==> src/rtl/button_pkg.sv <==
// Shared types and sizing helpers for the debounced button channels.
package button_pkg;

    typedef enum logic [2:0] {
        ST_IDLE     = 3'd0,
        ST_PRESS_DB = 3'd1,
        ST_HELD     = 3'd2,
        ST_REPEAT   = 3'd3,
        ST_REL_DB   = 3'd4
    } btn_state_t;

    // Bits needed to count up to the largest of the three timing parameters.
    function automatic int unsigned cnt_width(input int unsigned a,
                                              input int unsigned b,
                                              input int unsigned c);
        int unsigned m;
        m = a;
        if (b > m) m = b;
        if (c > m) m = c;
        return $clog2(m);
    endfunction

endpackage

==> src/rtl/button_chan.sv <==
// One button channel: synchroniser, debounce/repeat FSM and its single counter.
module button_chan
    import button_pkg::*;
#(
    parameter int unsigned SYNC_STAGES     = 2,
    parameter int unsigned DEBOUNCE_CYCLES = 1000000,
    parameter int unsigned REPEAT_EN       = 0,
    parameter int unsigned REPEAT_DELAY    = 25000000,
    parameter int unsigned REPEAT_PERIOD   = 5000000
) (
    input  logic Clk,
    input  logic Rst_n,
    input  logic Bis,
    output logic Bo,
    output logic Br,
    output logic Bl
);

    localparam int unsigned CW = cnt_width(DEBOUNCE_CYCLES, REPEAT_DELAY, REPEAT_PERIOD);
    // The sample that leaves IDLE/HELD already counts as the first stable one.
    localparam logic [CW-1:0] DB_LAST = CW'(DEBOUNCE_CYCLES - 2);
    localparam logic [CW-1:0] RD_LAST = CW'(REPEAT_DELAY - 1);
    localparam logic [CW-1:0] RP_LAST = CW'(REPEAT_PERIOD - 1);
    localparam logic [CW-1:0] CNT_MAX = '1;

    logic [SYNC_STAGES-1:0] sync_q;
    logic                   s;
    btn_state_t             state_q, state_d;
    logic [CW-1:0]          cnt_q, cnt_d;
    logic                   bo_d, br_d, bl_d;

    always_ff @(posedge Clk or negedge Rst_n) begin
        if (!Rst_n) sync_q <= '0;
        else        sync_q <= {sync_q[SYNC_STAGES-2:0], Bis};
    end

    assign s = sync_q[SYNC_STAGES-1];

    always_ff @(posedge Clk or negedge Rst_n) begin
        if (!Rst_n) begin
            state_q <= ST_IDLE;
            cnt_q   <= '0;
            Bo      <= 1'b0;
            Br      <= 1'b0;
            Bl      <= 1'b0;
        end else begin
            state_q <= state_d;
            cnt_q   <= cnt_d;
            Bo      <= bo_d;
            Br      <= br_d;
            Bl      <= bl_d;
        end
    end

    // Next state; every path not listed falls back to IDLE with a cleared counter.
    always_comb begin
        state_d = ST_IDLE;
        cnt_d   = '0;
        bo_d    = 1'b0;
        br_d    = 1'b0;
        case (state_q)
            ST_IDLE: begin
                if (s) state_d = ST_PRESS_DB;
            end
            ST_PRESS_DB: begin
                if (s) begin
                    if (cnt_q == DB_LAST) begin
                        state_d = ST_HELD;
                        bo_d    = 1'b1;
                    end else begin
                        state_d = ST_PRESS_DB;
                        cnt_d   = cnt_q + 1'b1;
                    end
                end
            end
            ST_HELD: begin
                if (!s) begin
                    state_d = ST_REL_DB;
                end else if (REPEAT_EN != 0 && cnt_q == RD_LAST) begin
                    state_d = ST_REPEAT;
                    bo_d    = 1'b1;
                end else begin
                    state_d = ST_HELD;
                    cnt_d   = (cnt_q == CNT_MAX) ? cnt_q : cnt_q + 1'b1;
                end
            end
            ST_REPEAT: begin
                if (!s) begin
                    state_d = ST_REL_DB;
                end else if (cnt_q == RP_LAST) begin
                    state_d = ST_REPEAT;
                    bo_d    = 1'b1;
                end else begin
                    state_d = ST_REPEAT;
                    cnt_d   = cnt_q + 1'b1;
                end
            end
            ST_REL_DB: begin
                if (s) begin
                    state_d = ST_HELD;
                end else if (cnt_q == DB_LAST) begin
                    state_d = ST_IDLE;
                    br_d    = 1'b1;
                end else begin
                    state_d = ST_REL_DB;
                    cnt_d   = cnt_q + 1'b1;
                end
            end
            default: ;
        endcase
        bl_d = (state_d == ST_HELD) || (state_d == ST_REPEAT) || (state_d == ST_REL_DB);
    end

endmodule

==> src/rtl/button_pulse_bank.sv <==
// Bank of independent debounced buttons with press, release and level outputs.
module button_pulse_bank #(
    parameter int unsigned N_CH            = 4,
    parameter int unsigned SYNC_STAGES     = 2,
    parameter int unsigned DEBOUNCE_CYCLES = 1000000,
    parameter int unsigned REPEAT_EN       = 0,
    parameter int unsigned REPEAT_DELAY    = 25000000,
    parameter int unsigned REPEAT_PERIOD   = 5000000
) (
    input  logic            Clk,
    input  logic            Rst_n,
    input  logic [N_CH-1:0] Bis,
    output logic [N_CH-1:0] Bo,
    output logic [N_CH-1:0] Br,
    output logic [N_CH-1:0] Bl
);

    for (genvar i = 0; i < N_CH; i++) begin : g_chan
        button_chan #(
            .SYNC_STAGES    (SYNC_STAGES),
            .DEBOUNCE_CYCLES(DEBOUNCE_CYCLES),
            .REPEAT_EN      (REPEAT_EN),
            .REPEAT_DELAY   (REPEAT_DELAY),
            .REPEAT_PERIOD  (REPEAT_PERIOD)
        ) u_chan (
            .Clk  (Clk),
            .Rst_n(Rst_n),
            .Bis  (Bis[i]),
            .Bo   (Bo[i]),
            .Br   (Br[i]),
            .Bl   (Bl[i])
        );
    end

endmodule

==> config.mk <==
export PLATFORM = sky130hd
export DESIGN_NAME = button_pulse_bank
export DESIGN_NICKNAME = d
export VERILOG_FILES = /design/src/rtl/button_pkg.sv /design/src/rtl/button_chan.sv /design/src/rtl/button_pulse_bank.sv
export SDC_FILE = /design/constraint.sdc
export NUM_CORES = 1
export LEC_CHECK = 0
export CORE_MARGIN = 2
export CORE_UTILIZATION = 55
export CTS_BUF_LIST = sky130_fd_sc_hd__clkbuf_16
export DETAILED_ROUTE_END_ITERATION = 8
export PLACE_DENSITY = 0.72
export SKIP_CTS_REPAIR_TIMING = 1
export SLEW_MARGIN = 30
export SYNTH_ARGS = -nofsm -noshare
export SYNTH_HDL_FRONTEND = slang
export SYNTH_SLANG_ARGS = --single-unit
==> constraint.sdc <==
create_clock -name Clk -period 7.4 [get_ports Clk]
set_clock_uncertainty 0.05 [all_clocks]
set_input_delay 1.48 -clock Clk [delete_from_list [all_inputs] [get_ports Clk]]
set_output_delay 1.48 -clock Clk [all_outputs]
set_load 0.02 [all_outputs]
# Word-level counts from Yosys, hierarchy flattened
# Cells that the tools add are included.
[totals] out_inout_bits=12 ff_bits=132 wordCells=176 inputBits=6
[op_classes] eq_ne=44 n_mux=92 add_sub_neg=4 reduce_logical=12
[ops] op="$mux W25" count=28
[ops] op="$pmux W25 S4" count=4
[ops] op="$add A25 B1 Y25 const B" count=4
[ops] op="$eq A25 B20 Y1 const B" count=4
[ops] op="$eq A25 B23 Y1 const B" count=4
[ops] op="$eq A25 B25 Y1 const B" count=4
[ops] op="$mux W3" count=20
[ops] op="$pmux W3 S5" count=4
[ops] op="$eq A3 B2 Y1 const B" count=16
[ops] op="$mux W1" count=28
[ops] op="$eq A3 B3 Y1 const B" count=8
[ops] op="$eq A3 B1 Y1 const B" count=4
[ops] op="$logic_not A3 Y1" count=4
[ops] op="$ne A3 B3 Y1 const B" count=4
[ops] op="$logic_or A1 B1 Y1" count=8
[ops] op="$mux W2" count=4
[ops] op="$pmux W1 S2" count=4

# Longest topological paths before layout
# Gate-level depths: netlist of run 1.
[depth] word_depth=7 mapped_depth=10 ltp_nobuf=8

# Modules after synthesis
# Synthesis of run 1 repeated with hierarchy kept, for this count alone.
[unflattened] hier_cells=729 area_unflattened_um2=7190.6
[modules_own_cells] module="button_chan at g_chan[2].u_chan" seq_area_each_um2=825.8 area_each_um2=1863.0 cells_each=185 instances=1
[modules_own_cells] module="button_chan at g_chan[1].u_chan" seq_area_each_um2=825.8 area_each_um2=1798.0 cells_each=179 instances=1
[modules_own_cells] module="button_chan at g_chan[0].u_chan" seq_area_each_um2=825.8 area_each_um2=1770.4 cells_each=186 instances=1
[modules_own_cells] module="button_chan at g_chan[3].u_chan" seq_area_each_um2=825.8 area_each_um2=1759.2 cells_each=179 instances=1

# Least setup slack after synthesis of run 1
# OpenSTA, ideal clock, no wires.
[synth_path] path_type="register -> register" startpoint="register g_chan[3].u_chan.cnt_q[21]" endpoint="register g_chan[3].u_chan.cnt_q[14]" period_less_slack_ps=2658 setup_ps=139 setup_slack_ps=4742 stages_incl_launch_ff=7 t_arrival_ps=2469 path_buffers=1 required_ps=7211 cell_sequence="dfrtp_1 or4b_1 or4_4 or4_4 a31oi_4 buf_6 o21ai_0"
[synth_via] elab_chain_cells=4 elab_cells_between_ends=10 classes_between="eq/ne (4); mux (6)"
[synth_rtl] item="from (decl)" line_no="button_chan.sv:29" rtl="logic [CW-1:0] cnt_q, cnt_d;"
[synth_rtl] item="from (signal assigned)" line_no="button_chan.sv:48" rtl="cnt_q <= cnt_d;"
[synth_rtl] item="$eq A25 B20 Y1 / $eq A25 B23 Y1 (equally long branches)" line_no="button_chan.sv:67, button_chan.sv:101, button_chan.sv:90"
[synth_rtl] item="$mux W25, on equally long branches" line_no="button_chan.sv:67, button_chan.sv:101, button_chan.sv:90"
[synth_rtl] item="$mux W25, on equally long branches" line_no="button_chan.sv:99, button_chan.sv:88, button_chan.sv:66"
[synth_rtl] item="$pmux W25 S4" line_no="button_chan.sv:61" rtl="case (state_q)"
# Parallel ways exist; a longest one is shown, timed or not.
# A chain may end at the register's enable or synchronous reset.

# Worst setup path after layout of run 1
[layout_path] startpoint="register g_chan[3].u_chan.cnt_q[1]" endpoint="register g_chan[3].u_chan.cnt_q[0]"
# Same word-level chain as after synthesis.

==> results of run 1 <==
## per-layer routing
layer  up-vias  global-route usage  share of wire  wire length [um]
met5         -                   0              0                 0
met4         0              0.0944          0.016               214
met3        25              0.0555          0.037               516
met2       111               0.353           0.48              6630
met1      2663               0.290           0.47              6410
li1       2580                   -              -                 -
## cells by family after synthesis
group | count (synthesis) | synth area share
xor+xnor | 90 | 0.113
compound gates | 100 | 0.0875
mux | 5 | 0.00738
buf+inv | 56 | 0.0389
fa+ha+maj | 8 | 0.0144
flops | 132 | 0.475
simple gates | 340 | 0.263
## report_power, final
part           leakage, nW  switching (mW)  internal (mW)  total [mW]
Clock                0.308           0.312          0.627       0.939
Combinational        0.971          0.0307         0.0116      0.0423
Sequential            1.81         0.00812          0.728       0.737
## cells in the final DEF, fill, tap and decap left out, drive strengths merged, types with 5 or more instances in the layout
cell,instances
clkbuf,17
clkinvlp,5
nor2,86
or4,10
nor4b,5
o21ai,61
dfrtp,132
nand2b,7
inv,21
or3,8
nand4,27
and3,18
bufinv,6
clkdlybuf4s50,16
nor2b,5
and4,7
nor4,17
and2,9
xnor2,53
nor4bb,5
xor2,37
nand2,50
ha,8
nor3,27
a21oi,10
nand3,38
## worst max path at each step
stage,from,to,slack [ns],cells after the start
floorplan,g_chan[3].u_chan.cnt_q[21],g_chan[3].u_chan.cnt_q[14],4.74,6
CTS,g_chan[3].u_chan.cnt_q[1],g_chan[3].u_chan.cnt_q[0],4.17,7
finish,g_chan[3].u_chan.cnt_q[1],g_chan[3].u_chan.cnt_q[0],4.10,7
global placement,g_chan[3].u_chan.cnt_q[21],g_chan[3].u_chan.cnt_q[0],4.32,6
detailed placement,g_chan[3].u_chan.cnt_q[1],g_chan[3].u_chan.cnt_q[0],4.18,7
global route,g_chan[3].u_chan.cnt_q[1],g_chan[3].u_chan.cnt_q[0],3.85,7
## stage by stage
step / power [mW] / hold WS, ns / util / std cells
2_1_floorplan: 0.769 / 0.281 / - / 731
3_3_place_gp: 0.790 / 0.282 / 0.575 / 888
3_5_place_dp: 0.793 / 0.286 / 0.576 / 888
4_1_cts: 1.74 / 0.299 / 0.629 / 920
5_1_grt: 1.78 / 0.306 / 0.629 / 920
6_report: 1.72 / 0.297 / 0.629 / 920
## final cells by class
| cell class | count | area, um^2 | share of cell area |
|---|---|---|---|
| sequential | 132 | 3300 | 0.421 |
| multi-input combinational | 543 | 3380 | 0.432 |
| tap | 172 | 215 | 0.0275 |
| clock inverter | 15 | 236 | 0.0302 |
| inverter | 21 | 78.8 | 0.0101 |
| clock buffer | 17 | 425 | 0.0543 |
| timing repair buffer | 20 | 194 | 0.0247 |
## flip-flops by register name, summed over array words and instances, names as in the netlist
signal / cells
g_chan.u_chan.state_q: 12
g_chan.u_chan.Bo: 4
g_chan.u_chan.Br: 4
g_chan.u_chan.cnt_q: 100
g_chan.u_chan.Bl: 4
g_chan.u_chan.sync_q: 8
## worst max-delay path, cell delays in order, from the launching register on
cell,delay (ns)
dfrtp_1,0.41
ha_1,0.21
nand3_1,0.22
or3_1,0.43
nor4_1,0.55
nand3_1,0.75
or3b_2,0.44
o21ai_1,0.08
==> summary.md, run 1 <==
| Metric | Value |
|---|---|
| Run status | `complete, no violations` |
| Library cells used by synthesis | `57` |
| Count of nets after finishing | `749` |
| Final period utilization | `0.446` |
| Share of the synthesized area in the top cell type | `0.475` |
| Share of synthesized registers carrying an async set or reset | `1.00` |
| Remaining max-slew budget at the tightest pin | `0.375` |
| Number of DRC violations after detailed routing | `0` |
| End of the worst register-to-register path | `g_chan[3].u_chan.cnt_q[0]` |
| Die Span Y | `116 um` |
| CTS tree | `done` |
| Remaining global-route overflow | `0` |
| Number of global-route vias before repair | `5,295` |
| Root Buffer | `clkbuf_16` |
| Mapped Nets | `745` |
| Hold depth | `0` |
| Worst setup SP type | `flip-flop` |
| Starting utilization of the core area | `0.557` |
| Pre-Repair DR Iteration Count | `5` |
| Global-route wire length before repair | `24,100 um` |
| TNS Setup | `0 ns` |
| Post-layout worst setup margin | `4.10 ns` |
| Hold path start | `g_chan[2].u_chan.sync_q[0]` |
| Final setup violation count | `0` |
| Top_reg_cell synth | `dfrtp_1` |
| #FFs+latches synth | `132` |
| Worst-case setup slack after placement | `4.18 ns` |
| CP Class | `reg -> reg` |
| Pin count of the biggest net entering global routing | `73` |
| Share of synthesized area occupied by flip-flops and latches | `0.475` |
| Nature of the critical path endpoint | `flip-flop` |
| Diode insertion count for antenna repair | `0` |
| Boundary pin count | `18` |
| Clock buffer count from CTS | `17` |
| Number of antenna violations at the first check in global routing | `0` |
| Area inside the core boundary | `12,500 um^2` |
| Worst Path Required | `7.61 ns` |
| Warnings, synthesis | `0` |
| Post-route cell area | `7840 um^2` |
| Arrival time of data at the critical path endpoint | `3.51 ns` |
| Final hold viol count | `0` |
| Synthesized area | `6950 um^2` |
| Worst vdd rail ir drop | `0.145 mV` |
| Flop2flop setup slack | `4.10 ns` |
| RSZ-0062 raised after global routing | `false` |
| Area added between synthesis and finish | `12.8%` |
| Minimum period implied by the final worst setup slack | `3.30 ns` |
| Clock transition at path regs | `0.06 ns` |
| Total routed wirelength | `13,800 um` |
| Clock latency at the later pin of the worst-skew pair | `0.41 ns` |
| Post-synth top area cell | `dfrtp_1` |
| Leading cell types by total area after synthesis | `dfrtp_1 48%, xnor2_1 6.7%, xor2_1 4.7%` |
| Count of clock tree sinks | `132` |
| Leading post-synthesis cells by instance count | `132 x dfrtp_1, 86 x nor2_1, 53 x xnor2_1, 51 x o21ai_0, 50 x nand2_1` |
| Via count normalized by instance count | `5.85` |
| Final max-slew violation count | `0` |
| Average footprint of a synthesized cell | `9.50 um^2` |
| Avg WL per Cell | `15.0 um` |
| Routed vias | `5,379` |
| Dominant cell by count in the synthesized netlist | `dfrtp_1` |
| Number of flops mapped to enable cells by yosys | `0` |
| Maximum level of the CTS H-tree | `4` |
| P_leak | `3.09 nW` |
| Terminating pin of the worst hold path | `g_chan[2].u_chan.sync_q[1]` |
| Share of layout cells above drive strength 1 | `0.0682` |
| Max FO, Critical Path | `26` |
| Tightest Pin Transition | `0.935 ns` |
| Cell Rows | `41` |
| Number of nets with antenna violations after routing | `0` |
| Post-Place Cell Area | `7180 um^2` |
| Clock Tree Buf Depth | `2` |
| Class of the tightest hold or removal check | `reg -> reg` |
| Maximum frequency from static timing analysis | `0.303 GHz` |
| Post-synthesis cell count | `731` |
| Ratio of total power to cell area | `219 nW/um^2` |
| Die boundary width | `116 um` |
| Fill count | `998` |
| Total half-perimeter wirelength after legalization and detailed placement | `8870 um` |
| Startpoint of the lowest-slack register-to-register path | `g_chan[3].u_chan.cnt_q[1]` |
| Input/output buffers | `17` |
| Iter 0 DRT Violations | `405` |
| Number of maximum-capacitance violations | `0` |
| Number of cells on the worst reg-to-reg path | `7` |
| Area enclosed by the die boundary | `13,500 um^2` |
| Final weighted congestion in routability-driven placement | `0.903` |
| Aggregate global-route resource usage | `0.221` |
(Power assumes the default switching activity.)
==> run 2, diff against run 1 <==
==> constraint.sdc (replaced) <==
create_clock -name Clk -period 3.1 [get_ports Clk]
set_clock_uncertainty 0.05 [all_clocks]
set_input_delay 0.62 -clock Clk [delete_from_list [all_inputs] [get_ports Clk]]
set_output_delay 0.62 -clock Clk [all_outputs]
set_load 0.02 [all_outputs]
==> run 2 against run 1 <==
  * Via count decreased by 1.2%
  * Utilization increased by 0.17 points
  * Register-to-register slack got worse by 3.9 ns
  * Clock power increased by 120%
  * Die area unchanged
  * Sequential share of layout area decreased by 0.11 points
  * Setup slack got worse by 3.9 ns
  * Fmax increased by 14%
  * Critical path depth decreased by 1
  * Hold slack got worse by 0.15 ns
  * Power increased by 130%
==> summary.md, run 2 (synthesized netlist as in run 1, its figures left out) <==
| Metric | Value |
|---|---|
| CP Class | `reg -> reg` |
| Max FO, Critical Path | `11` |
| Ordered cell list for the critical path | `or4b_1 -> or4_4 -> or4_4 -> a31oi_4 -> buf_4 -> o21ai_0` |
| Worst Path Required | `3.34 ns` |
| Routed vias | `5,314` |
| Tightest Pin Transition | `0.783 ns` |
| Count of clock tree sinks | `132` |
| Aggregate global-route resource usage | `0.225` |
| Ratio of total power to cell area | `502 nW/um^2` |
| Maximum level of the CTS H-tree | `4` |
| Clock transition at path regs | `0.05 ns` |
| Pin count of the biggest net entering global routing | `75` |
| Area added between synthesis and finish | `13.1%` |
| Proportion of power drawn by the clock network | `0.528` |
| Clock buffer count from CTS | `17` |
| Number of cells in the finished layout apart from fillers | `930` |
| Total routed wirelength | `13,900 um` |
| Cell internal power dissipation | `3.11 mW` |
| Routed met1 length | `6410 um` |
| Area inside the core boundary | `12,500 um^2` |
| Clock latency at the later pin of the worst-skew pair | `0.42 ns` |
| Count of nets after finishing | `759` |
| Run status | `complete, no violations` |
| Number of DRC violations after detailed routing | `0` |
| Sequential share of power | `0.445` |
| Number of maximum-capacitance violations | `0` |
| TNS Setup | `0 ns` |
| Final weighted congestion in routability-driven placement | `0.877` |
| Top library cells by usage in the layout, fill and taps aside | `132 x dfrtp_1, 86 x nor2_1, 53 x xnor2_1` |
| Top Family by Delay on Critical Path | `simple AND/OR/NAND/NOR gates` |
| Number of nets with antenna violations after routing | `0` |
| Remaining max-slew budget at the tightest pin | `0.473` |
| Starting utilization of the core area | `0.557` |
| Flip-flop count of the largest register, all copies and words added | `100` |
| Slowest stage delay, CP | `0.58 ns` |
| Cell Rows | `41` |
| Class of the tightest hold or removal check | `in -> async` |
| Avg WL per Cell | `14.9 um` |
| Worst vdd rail ir drop | `0.289 mV` |
| Highest-delay cell along the critical path | `or4_4` |
| Pre-Repair DR Iteration Count | `4` |
| Arrival time of data at the critical path endpoint | `3.14 ns` |
| Most frequent standard cell in the layout excluding fill and tap cells | `dfrtp_1` |
| Registers with the most flip-flops | `g_chan.u_chan.cnt_q (100), g_chan.u_chan.state_q (12), g_chan.u_chan.sync_q (8)` |
| Number of global-route vias before repair | `5,148` |
| CTS tree | `done` |
| Die boundary width | `116 um` |
| Share of layout cells above drive strength 1 | `0.0765` |
| Area enclosed by the die boundary | `13,500 um^2` |
| Cells after DPL | `898` |
| Uppermost signal routing layer after detailed routing | `met4` |
| Root Buffer | `clkbuf_16` |
| Maximum frequency from static timing analysis | `0.344 GHz` |
| Largest register by flop count | `g_chan.u_chan.cnt_q` |
| Global-route wire length before repair | `24,200 um` |
| Worst setup SP type | `flip-flop` |
| Number of cells on the worst reg-to-reg path | `6` |
| Final setup violation count | `0` |
| Gate power share | `0.027` |
| Startpoint of the lowest-slack register-to-register path | `g_chan[3].u_chan.cnt_q[21]` |
| Iter 0 DRT Violations | `331` |
| Number of antenna violations at the first check in global routing | `0` |
| Input/output buffers | `17` |
| Count of buffer and inverter cells on the critical path | `1` |
| Core Util, Final | `0.630` |
| Total half-perimeter wirelength after legalization and detailed placement | `9370 um` |
| DR WL met3 | `421 um` |
| Via count normalized by instance count | `5.71` |
| Final max-slew violation count | `0` |
| RSZ-0062 raised after global routing | `false` |
| Fill count | `1,018` |
| P_leak | `3.12 nW` |
| Diode insertion count for antenna repair | `0` |
| Switching Fraction | `0.214` |
| Critical path origin | `g_chan[3].u_chan.cnt_q[21]` |
| Remaining global-route overflow | `0` |
| Final period utilization | `0.936` |
| Boundary pin count | `18` |
| Clock Tree Buf Depth | `2` |
| Met2 routed wirelength | `6820 um` |
| Cell depth of the worst setup path | `6` |
| Minimum period implied by the final worst setup slack | `2.90 ns` |
| Die Span Y | `116 um` |
| Reported net switching power | `0.843 mW` |
| Final hold viol count | `0` |
| Cell mode on critical path | `or4_4` |
| Nature of the critical path endpoint | `flip-flop` |
[run 2: cell count changes in the layout (fill, tap and decap cells not counted), sizes merged]
cell	delta
clkinvlp	-3
clkinv	+4
buf	+10
bufinv	-2
inv	+1
[run 2: worst paths after layout]
| kind | to | slack [ns] |
|---|---|---|
| worst max-delay path | g_chan[3].u_chan.cnt_q[9] | 0.20 |
| worst min-delay path | g_chan[0].u_chan.cnt_q[4] | 0.15 |
| worst max register to register | g_chan[3].u_chan.cnt_q[9] | 0.20 |
| worst min register to register | g_chan[1].u_chan.sync_q[1] | 0.30 |
| max in group asynchronous | g_chan[2].u_chan.cnt_q[21] | 2.09 |
| min in group Clk | g_chan[1].u_chan.sync_q[1] | 0.30 |
[run 2: layout make-up]
| type | instances | area (um^2) | area share |
|---|---|---|---|
| Clock buffer | 17 | 425 | 0.0541 |
| Clock inverter | 15 | 188 | 0.0239 |
| Timing Repair Buffer | 30 | 269 | 0.0342 |
| Inverter | 21 | 78.8 | 0.0100 |
| Multi-Input combinational cell | 543 | 3380 | 0.430 |
| Sequential cell | 132 | 3300 | 0.420 |
| Tap cell | 172 | 215 | 0.0274 |
[run 2: worst reg2reg max path, cell delays in order, from the launching register on]
cell and delay, ns:
dfrtp_1 0.41, or4b_1 0.55, or4_4 0.58, or4_4 0.54
a31oi_4 0.30, buf_4 0.23, o21ai_0 0.11
[run 2: stage by stage]
stage          hold WS, ns  power (mW)  area (um^2)  worst slack, ns
6_report             0.151        3.95         7860            0.197
5_1_grt              0.209        4.09         7860           0.0997
4_1_cts              0.170        3.99         7860            0.208
3_5_place_dp         0.286        1.90         7250            0.230
3_3_place_gp         0.285        1.89         7250            0.282
2_1_floorplan        0.274        1.84         6950            0.442
[run 2: layer usage]
| layer | GRT usage | vias up |
|---|---|---|
| li1 | - | 2602 |
| met1 | 0.296 | 2610 |
| met2 | 0.366 | 78 |
| met3 | 0.0592 | 24 |
| met4 | 0.0754 | 0 |
| met5 | 0 | - |
[run 2: power by group through the flow]
stage	clock network, mW	registers [mW]	logic [mW]
floorplan	0	1.78	0.0532
CTS	2.12	1.76	0.111
finish	2.08	1.76	0.107
global route	2.21	1.76	0.125
detailed placement	0	1.79	0.109
global placement	0	1.79	0.106
==> run 3, diff against run 2 <==
==> constraint.sdc (replaced) <==
create_clock -name Clk -period 3.2 [get_ports Clk]
set_clock_uncertainty 0.05 [all_clocks]
set_input_delay 0.64 -clock Clk [delete_from_list [all_inputs] [get_ports Clk]]
set_output_delay 0.64 -clock Clk [all_outputs]
set_load 0.02 [all_outputs]
==> run 3 against run 2 <==
  * Fmax rose by 0.94%
  * First-iteration DRC count rose by 18%
  * Critical path depth did not move
  * Sequential power decreased by 3%
  * Hold slack better by 0.080 ns
  * Wire length decreased by 0.38%
  * Sequential share of layout area rose by 0.67 points
  * Critical path type unchanged
==> summary.md, run 3 (synthesized netlist as in run 1, its figures left out) <==
| Metric | Value |
|---|---|
| Count of clock tree sinks | `132` |
| Pre-Repair DR Iteration Count | `5` |
| Via count normalized by instance count | `5.75` |
| Top Family by Delay on Critical Path | `simple AND/OR/NAND/NOR gates` |
| Pin count of the biggest net entering global routing | `84` |
| Clock latency at the later pin of the worst-skew pair | `0.41 ns` |
| Iter 0 DRT Violations | `391` |
| Post-layout worst setup margin | `0.324 ns` |
| Nature of the critical path endpoint | `flip-flop` |
| Total design power | `3.45 mW` |
| Diode insertion count for antenna repair | `0` |
| Highest-delay cell along the critical path | `or4_4` |
| Remaining max-slew budget at the tightest pin | `0.505` |
| Ratio of total power to cell area | `445 nW/um^2` |
| Worst vdd rail ir drop | `0.355 mV` |
| Avg WL per Cell | `14.9 um` |
| Cell mode on critical path | `or4_4` |
| Registers with the most flip-flops | `g_chan.u_chan.cnt_q (100), g_chan.u_chan.state_q (12), g_chan.u_chan.sync_q (8)` |
| Largest register by flop count | `g_chan.u_chan.cnt_q` |
| RSZ-0062 raised after global routing | `false` |
| Final max-slew violation count | `0` |
| Most frequent standard cell in the layout excluding fill and tap cells | `dfrtp_1` |
| Count of nets after finishing | `756` |
| Core Util, Final | `0.621` |
| Total half-perimeter wirelength after legalization and detailed placement | `9310 um` |
| Area added between synthesis and finish | `11.3%` |
| Slowest stage delay, CP | `0.57 ns` |
| Number of antenna violations at the first check in global routing | `0` |
| Clock transition at path regs | `0.06 ns` |
| Starting utilization of the core area | `0.557` |
| Final period utilization | `0.899` |
| Worst Hold Slack | `0.231 ns` |
| Global-route wire length before repair | `24,300 um` |
| Final weighted congestion in routability-driven placement | `0.892` |
| Count of buffer and inverter cells on the critical path | `1` |
| Number of DRC violations after detailed routing | `0` |
| Die boundary width | `116 um` |
| CP Class | `reg -> reg` |
| Remaining global-route overflow | `0` |
| Maximum level of the CTS H-tree | `4` |
| Flip-flop count of the largest register, all copies and words added | `100` |
| Post-Place Cell Area | `7240 um^2` |
| Worst setup SP type | `flip-flop` |
| TNS Setup | `0 ns` |
| CTS tree | `done` |
| Die Span Y | `116 um` |
| Number of nets with antenna violations after routing | `0` |
| Routed vias | `5,323` |
| Arrival time of data at the critical path endpoint | `3.10 ns` |
| Root Buffer | `clkbuf_16` |
| Maximum frequency from static timing analysis | `0.348 GHz` |
| Minimum period implied by the final worst setup slack | `2.88 ns` |
| Worst-case setup slack after placement | `0.337 ns` |
| Final setup violation count | `0` |
| Clock buffer count from CTS | `17` |
| Share of layout cells above drive strength 1 | `0.0703` |
| Top library cells by usage in the layout, fill and taps aside | `132 x dfrtp_1, 86 x nor2_1, 53 x xnor2_1` |
| Class of the tightest hold or removal check | `in -> async` |
| Number of cells in the finished layout apart from fillers | `926` |
| Clock Tree Buf Depth | `2` |
| Total routed wirelength | `13,800 um` |
| Area enclosed by the die boundary | `13,500 um^2` |
| Final hold viol count | `0` |
| Number of global-route vias before repair | `5,335` |
| Aggregate global-route resource usage | `0.226` |
| Post-route cell area | `7740 um^2` |
| P_leak | `3.06 nW` |
| Worst Path Required | `3.43 ns` |
| Max FO, Critical Path | `11` |
| Cell Rows | `41` |
| Run status | `complete, no violations` |
| Area inside the core boundary | `12,500 um^2` |
| Input/output buffers | `17` |
| Boundary pin count | `18` |
| Number of maximum-capacitance violations | `0` |
| Tightest Pin Transition | `0.743 ns` |
| Ordered cell list for the critical path | `or4b_1 -> or4_4 -> or4_4 -> a31oi_4 -> buf_4 -> o21ai_0` |
| Cells after DPL | `895` |
-- run 3: layer usage --
metal / GRT usage / share of wire
met2: 0.367 / 0.49
met5: 0 / 0
met1: 0.293 / 0.46
met4: 0.0849 / 0.014
met3: 0.0576 / 0.032
-- run 3: final cells by class --
class | instances | area, um^2
clock buffer | 17 | 425
clock inverter | 14 | 75.1
fill | 1031 | 4730
inverter | 21 | 78.8
multi-input combinational | 543 | 3380
sequential | 132 | 3300
tap | 172 | 215
timing repair buffer | 27 | 259
-- run 3: final timing paths --
kind	start	endpoint	slack (ns)	cells past startpoint
setup / recovery	g_chan[3].u_chan.cnt_q[21]	g_chan[3].u_chan.cnt_q[8]	0.32	6
hold / removal	Rst_n	g_chan[0].u_chan.cnt_q[1]	0.23	1
setup reg to reg	g_chan[3].u_chan.cnt_q[21]	g_chan[3].u_chan.cnt_q[8]	0.32	6
hold reg to reg	g_chan[0].u_chan.sync_q[0]	g_chan[0].u_chan.sync_q[1]	0.30	0
max in group asynchronous	Rst_n	g_chan[3].u_chan.cnt_q[16]	2.15	2
min in group Clk	g_chan[0].u_chan.sync_q[0]	g_chan[0].u_chan.sync_q[1]	0.30	0
-- run 3: where the power goes --
| group | internal (mW) | total [mW] | switching [mW] | leakage, nW |
|---|---|---|---|---|
| logic | 0.0308 | 0.103 | 0.0717 | 1.00 |
| clock network | 0.959 | 1.64 | 0.680 | 0.247 |
| registers | 1.69 | 1.70 | 0.0189 | 1.81 |
==> edit, RTL diff (settings of run 2) <==
Encoding of `btn_state_t`: now one-hot (5 bits for 5 states).
--- a/src/rtl/button_pkg.sv
+++ b/src/rtl/button_pkg.sv
@@ -3,8 +3,8 @@
 
-    typedef enum logic [2:0] {
-        ST_IDLE     = 3'd0,
-        ST_PRESS_DB = 3'd1,
-        ST_HELD     = 3'd2,
-        ST_REPEAT   = 3'd3,
-        ST_REL_DB   = 3'd4
+    typedef enum logic [4:0] {
+        ST_IDLE     = 5'b00001,
+        ST_PRESS_DB = 5'b00010,
+        ST_HELD     = 5'b00100,
+        ST_REPEAT   = 5'b01000,
+        ST_REL_DB   = 5'b10000
     } btn_state_t;
Formal check against the unedited RTL: no difference found for any inputs over 4 cycles, from zero or initial values and one cycle with Rst_n low; so few cycles prove little.
==> edit against run 2 <==
  * Critical path depth unchanged
  * Cell area grew 11%
  * Area after synthesis is 14% higher
  * Setup slack better by 0.13 ns
  * Sequential cell count rose by 8
  * Wire length grew 22%
  * Critical path type unchanged
  * Largest cell class unchanged
Power is not compared: it rests on default switching activity, and its combinational part moved more than twofold at a synthesized area within 25%.
==> edit: results (changes against run 2) <==
- Async SR Flop Fraction: 1.000 (unchanged)
- Max FO, Critical Path: 11 (unchanged)
- Crit path from: g_chan[2].u_chan.state_q[2]
- DRT iter0 DRCs: 527 (+59%)
- GR met2 Demand/Resource: 0.3805 (+0.01422)
- Synthesized net count: 901 (+21%)
- Synth top area cells: dfrtp_1, nor2_1, xnor2_1
- CTS Buf Count: 17 (unchanged)
- Clk slew on worst S/H paths: 0.06 ns
- Port Buffers: 17 (unchanged)
- DP HPWL: 11.62 mm (+24%)
- Post-Route WL: 17.00 mm (+22%)
- Pre-Repair DR Iteration Count: 5 (+1)
- CP top delay family: simple AND/OR/NAND/NOR gates
- Clock Path Buffers: 2 (unchanged)
- Flop2flop setup slack: 0.32 ns (+0.13 ns)
- Most used DFF post-synth: dfrtp_1
- GP Congestion: 0.8677 (-1.0%)
- Lkg Pwr: 0.003304 µW
- Met1 Use GR: 0.3197 (+0.02377)
- Synth cell types: 61 (+7.0%)
- CP Data Arrival Time: 3.04 ns (-0.10 ns)
- Met3 GRT Util: 0.05815 (-0.001009)
- Biggest regs: g_chan.u_chan.cnt_q x100, g_chan.u_chan.state_q x20, g_chan.u_chan.sync_q x8
- Fill cell count: 1,168 (+15%)
- Initial antenna violation count: 0 (unchanged)
- Worst skew pair latency: 0.43 ns
- RR Endpoint: g_chan[2].u_chan.cnt_q[0]
- Share of layout cells above drive strength 1: 0.07589 (-0.0006243)
- Largest reg by FF count: g_chan.u_chan.cnt_q
- Post-synth top cells: dfrtp_1, nor2_1, nand2_1
- First-pass GRT wire length: 29.06 mm (+20%)
- Synthesis Warnings: 0 (unchanged)
- Slew of the pin with the lowest slew margin: 0.7799 ns (-0.003128 ns)
- Origin of the critical flop-to-flop path: g_chan[2].u_chan.state_q[2]
- Via density: 5.955 (+4.2%)
- Vias in the first global route: 6,216 (+21%)
- Tot GR Track Use: 0.2394 (+0.01401)
- Number of synthesized flops with an enable pin: 0 (unchanged)
- Sequential area share after synthesis: 0.4444 (-0.03104)
- Max stage delay cell, worst path: or4_1
- FF-to-FF path depth: 6 (unchanged)
- Max incr delay on CP: 0.67 ns (+0.09 ns)
- Outcome: complete, no violations
- Largest net degree at the start of global routing: 66 (-12%)
- Maximum VDD drop: 410.3 µV
- Antenna diode count: 0 (unchanged)
- Hold WC Path Type: primary input to async pin
- Final TNS setup: 0 ns (unchanged)
==> edit: changes by cell type after synthesis, sizes merged, moves of 9 or more <==
cell	change
a21oi	+9
clkbuf	+11
nand2	+13
nand3	+16
nand4	+11
nor2	+39
or2	+9
==> edit: cell families after synthesis <==
logic type / Yosys count / synth area share
flip-flops: 140 / 0.4444
buffers and inverters: 79 / 0.04548
AND/OR/NAND/NOR: 446 / 0.2975
adder cells (fa/ha/maj): 8 / 0.01268
AO/OA/AOI/OAI: 115 / 0.08843
multiplexers: 4 / 0.005230
XOR/XNOR: 95 / 0.1063
==> edit: routing by layer <==
metal / wire (µm) / vias up
met2: 8115 / 132
met4: 240 / 0
met3: 615 / 28
li1: - / 3107
met1: 8025 / 3141
met5: 0 / -
==> edit: worst max-delay path by stage <==
stage	endpoint	slack (ns)	cells after the start
after floorplan	g_chan[2].u_chan.cnt_q[6]	0.68	8
after global placement	g_chan[2].u_chan.cnt_q[1]	0.38	6
after detailed placement	g_chan[2].u_chan.cnt_q[0]	0.34	6
after CTS	g_chan[2].u_chan.cnt_q[0]	0.31	6
after global routing	g_chan[2].u_chan.cnt_q[0]	0.16	6
final	g_chan[2].u_chan.cnt_q[0]	0.32	6
==> edit: power by group <==
part           internal (µW)  switching (µW)
combinational            146             204
clock                   1160             773
sequential              1880            84.4
==> edit: metrics by stage <==
stage	worst slack (ns)	hold WS, ns	area [µm²]	power [µW]	cells
final	0.3242	0.1335	8708	4247	1076
after global placement	0.3795	0.2817	8152	2322	1045
after detailed placement	0.3371	0.2870	8152	2340	1045
after global routing	0.1626	0.1613	8708	4434	1076
after floorplan	0.6758	0.2744	7895	2222	887
after CTS	0.3130	0.1463	8708	4284	1076
==> edit: final cells by class <==
class                      count  area share
tap                          180     0.02586
multi-input combinational    668      0.4625
inverter                      25     0.01078
timing repair buffer          32     0.03405
sequential                   140      0.4029
clock inverter                14     0.01509
clock buffer                  17     0.04885
